--- src/rtl/shadow_chain_rx.sv ---
// ============================================================================
// Module   : shadow_chain_rx
// Brief    : Receive end of a shadow capture dump chain. Optional counters are
//            enabled by SHADOW_RX_STATS_EN.
// Revision : 1.0
// ============================================================================
`default_nettype none

module shadow_chain_rx #(
  parameter int DFF_BITS    = 23,
  parameter int TIMEOUT_CYC = 256,
  parameter int CNT_W       = 9
) (
  input  logic                sh_clk,
  input  logic                sh_rst,
  input  logic                start,
  output logic                busy,
  output logic                dump_en,
  input  logic                ch_in,
  input  logic                ch_in_vld,
  input  logic                ch_in_done,
  output logic [DFF_BITS-1:0] frame_data,
  output logic                frame_vld,
  input  logic                frame_rdy,
  output logic                err_len,
`ifdef SHADOW_RX_STATS_EN
  output logic                err_timeout,
  output logic [15:0]         frame_cnt,
  output logic [15:0]         err_cnt
`else
  output logic                err_timeout
`endif
);

  localparam int c_bc_w = $clog2(DFF_BITS + 2);
  localparam logic [c_bc_w-1:0] c_bits    = c_bc_w'(DFF_BITS);
  localparam logic [c_bc_w-1:0] c_sat     = c_bc_w'(DFF_BITS + 1);
  localparam logic [CNT_W-1:0]  c_timeout = CNT_W'(TIMEOUT_CYC);
  localparam bit                c_to_en   = (TIMEOUT_CYC != 0);

  typedef enum logic [1:0] {
    S_IDLE  = 2'd0,
    S_REQ   = 2'd1,
    S_SHIFT = 2'd2,
    S_HOLD  = 2'd3
  } state_t;

  state_t              r_state;
  state_t              w_state_next;
  logic [DFF_BITS-1:0] r_sr;
  logic [c_bc_w-1:0]   r_bit_cnt;
  logic [c_bc_w-1:0]   w_cnt_vld;
  logic [c_bc_w-1:0]   w_cnt_final;
  logic [CNT_W-1:0]    r_idle;
  logic [CNT_W-1:0]    w_idle_inc;
  logic                w_timeout;
  logic                w_accept;
  logic                w_set_len;
  logic                w_set_to;
  logic                w_handshake;
  logic                r_err_len;
  logic                r_err_to;

  // A bit arriving together with done is counted before the length check.
  assign w_cnt_vld   = (r_bit_cnt == c_sat) ? r_bit_cnt : r_bit_cnt + 1'b1;
  assign w_cnt_final = ch_in_vld ? w_cnt_vld : r_bit_cnt;
  assign w_idle_inc  = r_idle + 1'b1;
  assign w_timeout   = c_to_en && !ch_in_vld && (w_idle_inc == c_timeout);

  always_comb begin
    w_state_next = r_state;
    w_accept     = 1'b0;
    w_set_len    = 1'b0;
    w_set_to     = 1'b0;
    w_handshake  = 1'b0;
    case (r_state)
      S_IDLE: begin
        if (start) begin
          w_state_next = S_REQ;
          w_accept     = 1'b1;
        end
      end
      S_REQ: begin
        w_state_next = S_SHIFT;
      end
      S_SHIFT: begin
        if (ch_in_done) begin
          if (w_cnt_final == c_bits) begin
            w_state_next = S_HOLD;
          end else begin
            w_state_next = S_IDLE;
            w_set_len    = 1'b1;
          end
        end else if (w_timeout) begin
          w_state_next = S_IDLE;
          w_set_to     = 1'b1;
        end
      end
      S_HOLD: begin
        if (frame_rdy) begin
          w_state_next = S_IDLE;
          w_handshake  = 1'b1;
        end
      end
      default: begin
        w_state_next = S_IDLE;
      end
    endcase
  end

  always_ff @(posedge sh_clk) begin
    if (sh_rst) begin
      r_state   <= S_IDLE;
      r_sr      <= '0;
      r_bit_cnt <= '0;
      r_idle    <= '0;
      r_err_len <= 1'b0;
      r_err_to  <= 1'b0;
    end else begin
      r_state <= w_state_next;
      if (w_accept) begin
        r_bit_cnt <= '0;
        r_idle    <= '0;
        r_err_len <= 1'b0;
        r_err_to  <= 1'b0;
      end
      if (r_state == S_SHIFT) begin
        if (ch_in_vld) begin
          r_sr      <= {ch_in, r_sr[DFF_BITS-1:1]};
          r_bit_cnt <= w_cnt_vld;
          r_idle    <= '0;
        end else begin
          r_idle <= w_idle_inc;
        end
      end
      if (w_set_len) begin
        r_err_len <= 1'b1;
      end
      if (w_set_to) begin
        r_err_to <= 1'b1;
      end
    end
  end

`ifdef SHADOW_RX_STATS_EN
  logic [15:0] r_frame_cnt;
  logic [15:0] r_err_cnt;

  always_ff @(posedge sh_clk) begin
    if (sh_rst) begin
      r_frame_cnt <= '0;
      r_err_cnt   <= '0;
    end else begin
      if (w_handshake) begin
        r_frame_cnt <= r_frame_cnt + 16'd1;
      end
      if (w_set_len || w_set_to) begin
        r_err_cnt <= r_err_cnt + 16'd1;
      end
    end
  end

  assign frame_cnt = r_frame_cnt;
  assign err_cnt   = r_err_cnt;
`endif

  assign busy        = (r_state != S_IDLE);
  assign dump_en     = (r_state == S_REQ);
  assign frame_vld   = (r_state == S_HOLD);
  assign frame_data  = r_sr;
  assign err_len     = r_err_len;
  assign err_timeout = r_err_to;

endmodule

`default_nettype wire

--- config.mk ---
export PLATFORM = sky130hd
export DESIGN_NAME = shadow_chain_rx
export DESIGN_NICKNAME = d
export VERILOG_FILES = /design/src/rtl/shadow_chain_rx.sv
export SDC_FILE = /design/constraint.sdc
export NUM_CORES = 1
export LEC_CHECK = 0
export CELL_PAD_IN_SITES_DETAIL_PLACEMENT = 1
export CELL_PAD_IN_SITES_GLOBAL_PLACEMENT = 1
export CORE_ASPECT_RATIO = 2
export CORE_MARGIN = 1.5
export CORE_UTILIZATION = 39
export CTS_BUF_LIST = sky130_fd_sc_hd__clkbuf_4 sky130_fd_sc_hd__clkbuf_8
export DETAILED_ROUTE_END_ITERATION = 8
export PLACE_DENSITY = 0.86
export SLEW_MARGIN = 25
export SYNTH_ARGS = -nofsm -noshare
export SYNTH_HDL_FRONTEND = slang
export SYNTH_SLANG_ARGS = --single-unit
--- constraint.sdc ---
create_clock -name sh_clk -period 2.3 [get_ports sh_clk]
set_input_delay 0.46 -clock sh_clk [delete_from_list [all_inputs] [get_ports sh_clk]]
set_output_delay 0.46 -clock sh_clk [all_outputs]
set_load 0.02 [all_outputs]
==> results of run 1 <==
## sequential cells by signal, summed over array words and instances, names as in the netlist
signal       cells
err_len          1
err_timeout      1
frame_data      23
r_bit_cnt        5
r_idle           9
r_state          2
## worst max-delay path, delay by kind of cell, from the launching register on
family | cells | cell delay (ns)
and+or+nand+nor | 1 | 0.33
DFF | 1 | 0.38
buffers and inverters | 1 | 0.54
## worst max-delay path by stage
stage	from	slack, ns	end	cells past startpoint
after floorplan	r_idle[0]	0.62	r_state[1]	6
after global placement	ch_in_vld	0.22	r_idle[4]	4
after detailed placement	ch_in_vld	0.16	r_state[1]	6
after CTS	r_state[0]	0.28	busy	2
after global routing	r_state[1]	0.22	busy	2
final	r_state[0]	0.29	busy	2
## per-stage QoR
stage	util	area (sq um)	hold WS [ns]	cells
finish	0.517	2400	0.472	330
global route	0.517	2400	0.496	330
CTS	0.517	2400	0.476	330
detailed placement	0.491	2280	0.465	322
global placement	0.491	2280	0.457	322
floorplan	-	1890	0.472	241
## power breakdown
| part | total (mW) | switching, mW | internal, mW | leakage [nW] |
|---|---|---|---|---|
| sequential | 0.740 | 0.0192 | 0.721 | 0.331 |
| clock | 0.596 | 0.243 | 0.353 | 0.0574 |
| combinational | 0.192 | 0.118 | 0.0740 | 0.400 |
## layout by cell type (no fill, tap or decap), types with 2 or more instances in the layout
master and count:
nand2_1 57, o211ai_1 2, nor2b_1 2, nand3_1 6, a31oi_1 3, and2_1 3
clkdlybuf4s50_1 34, a32oi_1 3, o21ai_0 11, inv_1 5, clkbuf_8 6, nor2_1 16
a211oi_1 2, a21oi_1 36, nor3_1 2, nand2b_1 3, dfxtp_1 41, ha_1 3
buf_4 5, nand3b_1 2, nor3b_1 2
## kinds of logic (layout without fill, tap and decap cells)
kind of cell / after synthesis / in the layout
simple gates: 108 / 108
compound gates: 69 / 69
flops: 41 / 41
buf+inv: 18 / 52
fa+ha+maj: 3 / 3
xor+xnor: 1 / 1
mux: 1 / 1
## metal layers
layer,track usage,vias up,part of all wire
met2,0.386,31,0.56
li1,-,907,-
met5,0,-,0
met4,0.0947,0,0.021
met1,0.202,890,0.40
met3,0.0280,8,0.020
## cell usage after synthesis, drive strengths merged (2+ instances only)
cell type,number
a21oi,36
nor3,2
nand3b,2
and3,2
clkbuf,5
nor2b,2
or2,2
nor3b,2
nand3,6
a211oi,2
dfxtp,41
a31oi,3
nand2,57
o21ai,12
nand2b,3
inv,5
a32oi,3
and2,3
o211ai,2
ha,3
buf,8
nor2,16
## area by class of cell
cell class | count | area (sq um)
multi-input cells | 182 | 992
well taps | 55 | 68.8
clock inverters | 2 | 37.5
clock buffers | 6 | 82.6
repair buffers | 39 | 378
inverters | 5 | 18.8
flip-flops and latches | 41 | 821
fillers | 593 | 2240
==> flow_summary.yaml, run 1 <==
min_path:
  min_from: "frame_data[4]"
  worstHoldEndpoint: "frame_data[3]"
  hold_class: "reg -> reg"
  hold_depth: 2
clock_network:
  ctsHoldBuffers: 0
  clock-sinks: 41
  ctsResizeCount: 0
  htree_levels: 2
  clock_path_buffers: 2
  insertion_delay_ns: 0.29
  tritoncts: "built"
  clock-root-buffer: "clkbuf_8"
  numCtsBuffers: 5
  clk_pin_slew_ns: 0.07
  post_cts_buffers: 0
worst_setup_path:
  r2r-end: "r_state[1]"
  reg2reg_depth: 6
  crit_slowest_cell: "clkdlybuf4s50_1"
  start_kind: "register"
  path_max_fanout: 9
  slowest_delay_ns: 0.54
  reg2reg_from: "r_idle[0]"
  cp-end-kind: "output pin"
  cp.required_ns: 1.84
  r2r_setup_slack_ns: 0.31
  path_cells: "or2_2 > clkdlybuf4s50_1"
  worstPathArrival_ns: 1.55
  worst-setup-path-type: "reg -> out"
die:
  io_pins: 35
  row_count: 35
  fp.dieH_um: 101
  core_area_sq_um: 4640
  start_util: 0.407
  die_w_um: 52.2
  die_area_sq_um: 5300
routing:
  wirelength_um: 4850
  wl_per_cell_um: 14.7
  ant_nets: 0
  dr.pass1.iters: 4
  drt-vias-per-instance: 5.56
  drt_iter0_drc: 23
  num_vias: 1836
  remaining_drc_errors: 0
place:
  place_ws_ns: 0.161
  place_hpwl_um: 3510
  io_buffer_count: 34
  routabilityCongestion: 0.875
sta:
  finalHoldViolCount: 0
  rsz0062_at_grt: "false"
  tightest_slew_ns: 0.456
  setup_tns_ns: 0
  slew_headroom: 0.696
  finalSetupViolCount: 0
  fin_skew_ns: 0.00537
  fin_crit_sh: 0.873
  drv_slew: 0
  fmax_mhz: 498
  fin_crit_ns: 2.01
  setup_ws_ns: 0.292
logic_synthesis:
  synth_top_area_cell: "dfxtp_1"
  muxShareOfSynthArea: 0.00596
  ys.flop_type: "dfxtp_1"
  synth_area_sq_um: 1890
  async_flop_share: 0
  syn_avg_cell_area_sq_um: 7.84
  ys_seq_area_frac: 0.434
  synth_edf_count: 0
  synth_xor_xnor_area_share: 0.00464
  synth_area_leaders: "dfxtp_1 43%, nand2_1 11%, a21oi_1 9.5%"
  synth_top_family_by_area: "simple AND/OR/NAND/NOR gates"
  yosys.area_share.simple: 0.272
  ys_warn_count: 0
  netlist_instances: 241
  synth_seq_cells: 41
  synth_top_area_frac: 0.434
  yosysUniqueCellTypes: 50
  synth_compound_area_frac: 0.223
  synthAdderAreaFrac: 0.0199
  synth_nets: 251
finish:
  drive_gt1_frac: 0.0800
  area_growth_pct: 27.0
  final_nets: 284
  antenna_cells: 0
global_routing:
  grt_pass1_vias: 1840
  gr-usage-all-layers: 0.201
  antenna_found_initial: 0
  grt_max_degree: 40
  grt_first_pass_wirelength_um: 8160
  grt_overflow: 0
power:
  leakage_nw: 0.788
  power.density_cell_area_nw_per_um2: 637
  total_power_mw: 1.53
  ir_drop_mv: 0.453
run:
  cap_violations: 0
run_status:
  outcome: "complete, no violations"
(Power assumes the default switching activity.)
==> inputs of run 2 (changes only) <==
Settings changed: CORE_ASPECT_RATIO 2 to unset.
==> run 2 against run 1 <==
- clock power rose by 5.0%
- largest power group unchanged
- register-to-register slack hardly changed
- die area down 0.48%
- critical endpoint unchanged
- non-clock buffer count unchanged
- cell area grew 0.47%
- largest cell class unchanged
- fmax is essentially flat
- via count down 0.98%
- first-iteration DRC count grew to 2.6 times the previous value
==> flow_summary.yaml, run 2 (synthesized netlist as in run 1, its figures left out) <==
worst_setup_path:
  crit_path_end: "busy"
  cp.required_ns: 1.84
  start_kind: "register"
  crit_start: "r_state[0]"
  r2r_setup_slack_ns: 0.30
  worst-setup-path-type: "reg -> out"
  path_max_fanout: 9
  cp-end-kind: "output pin"
  worstPathArrival_ns: 1.55
  r2r-end: "r_state[1]"
  reg2reg_from: "r_idle[0]"
  reg2reg_depth: 6
clock_network:
  numCtsBuffers: 5
  clk_pin_slew_ns: 0.09
  clock_path_buffers: 2
  insertion_delay_ns: 0.30
  htree_levels: 2
  tritoncts: "built"
  ctsResizeCount: 0
  post_cts_buffers: 0
  clock-root-buffer: "clkbuf_8"
  clock-sinks: 41
  ctsHoldBuffers: 0
global_routing:
  grt_use_met2: 0.343
  top_usage_layer: "met2"
  grt_max_degree: 40
  gr-usage-all-layers: 0.206
  antenna_found_initial: 0
  grt_first_pass_wirelength_um: 8570
  grt_overflow: 0
  grt_pass1_vias: 1830
  use_met3: 0.0525
  use_met1: 0.261
die:
  die_w_um: 72.6
  fp.dieH_um: 72.6
  row_count: 25
  core_area_sq_um: 4690
  start_util: 0.403
  io_pins: 35
  die_area_sq_um: 5270
finish:
  largest_reg_flops: 23
  antenna_cells: 0
  final_cells: 329
  multi_input_area_sq_um: 992
  final_nets: 284
  seqCellArea_sq_um: 821
  final_cell_area_sq_um: 2410
  mostFrequentLayoutCells: "57 x nand2_1, 41 x dfxtp_1, 36 x a21oi_1, 34 x clkdlybuf4s50_1, 16 x nor2_1"
  nFillCells: 572
  area_growth_pct: 27.5
  drive_gt1_frac: 0.0800
  mostFrequentLayoutCell: "nand2_1"
sta:
  fin_skew_ns: 0.00451
  setup_ws_ns: 0.292
  fin_crit_ns: 2.01
  fmax_mhz: 498
  finalHoldViolCount: 0
  fin_crit_sh: 0.873
  rsz0062_at_grt: "false"
  slew_headroom: 0.718
  setup_tns_ns: 0
  drv_slew: 0
  tightest_slew_ns: 0.423
  finalSetupViolCount: 0
routing:
  wl_per_cell_um: 15.1
  dr.pass1.iters: 4
  wirelength_um: 4950
  remaining_drc_errors: 0
  drt-vias-per-instance: 5.53
  num_vias: 1818
  drt_iter0_drc: 59
  ant_nets: 0
power:
  p_sw_mw: 0.414
  swShare: 0.265
  power_frac_clock: 0.400
  intPower_mw: 1.15
  seq_power_share: 0.472
  comb_power_share: 0.128
  power.density_cell_area_nw_per_um2: 650
  leakage_nw: 0.791
  ir_drop_mv: 0.316
  total_power_mw: 1.57
place:
  routabilityCongestion: 0.835
  place_hpwl_um: 3290
  place_inst: 321
  placed_area_sq_um: 2290
  place_ws_ns: 0.191
  io_buffer_count: 34
run:
  cap_violations: 0
run_status:
  outcome: "complete, no violations"
min_path:
  hold_class: "reg -> reg"
## run 2: layout make-up
class                   count  share of cell area
clock inverters             2              0.0156
repair buffers             39               0.162
well taps                  54              0.0280
inverters                   5             0.00779
multi-input cells         182               0.412
flip-flops and latches     41               0.341
clock buffers               6              0.0343
## run 2: worst min path at each step
stage	start	endpoint	slack (ns)	cells after the start
3_3_place_gp	frame_data[5]	frame_data[4]	0.46	2
2_1_floorplan	r_idle[8]	r_idle[8]	0.47	1
6_report	frame_data[0]	frame_data[0]	0.47	2
5_1_grt	frame_data[5]	frame_data[4]	0.49	2
3_5_place_dp	frame_data[0]	frame_data[0]	0.46	2
4_1_cts	frame_data[0]	frame_data[0]	0.47	2
## run 2: stage by stage
| stage | hold WS [ns] | util |
|---|---|---|
| 2_1_floorplan | 0.472 | - |
| 3_3_place_gp | 0.456 | 0.488 |
| 3_5_place_dp | 0.462 | 0.488 |
| 4_1_cts | 0.474 | 0.514 |
| 5_1_grt | 0.493 | 0.514 |
| 6_report | 0.467 | 0.514 |
## run 2: power by group through the flow
| stage | sequential (mW) | combinational [mW] | clock [mW] |
|---|---|---|---|
| 4_1_cts | 0.739 | 0.203 | 0.638 |
| 6_report | 0.739 | 0.201 | 0.626 |
| 3_3_place_gp | 0.754 | 0.196 | 0 |
| 2_1_floorplan | 0.753 | 0.122 | 0 |
| 3_5_place_dp | 0.755 | 0.200 | 0 |
| 5_1_grt | 0.742 | 0.221 | 0.666 |
## run 2: worst max-delay path, stage by stage (launching register included)
cell and delay, ns:
dfxtp_1 0.38, or2_2 0.33, clkdlybuf4s50_1 0.54
## run 2: layer usage
layer  wire, um  share of wire
met5          0              0
met2       2390           0.48
met1       2340           0.47
met4         72          0.015
met3        148          0.030
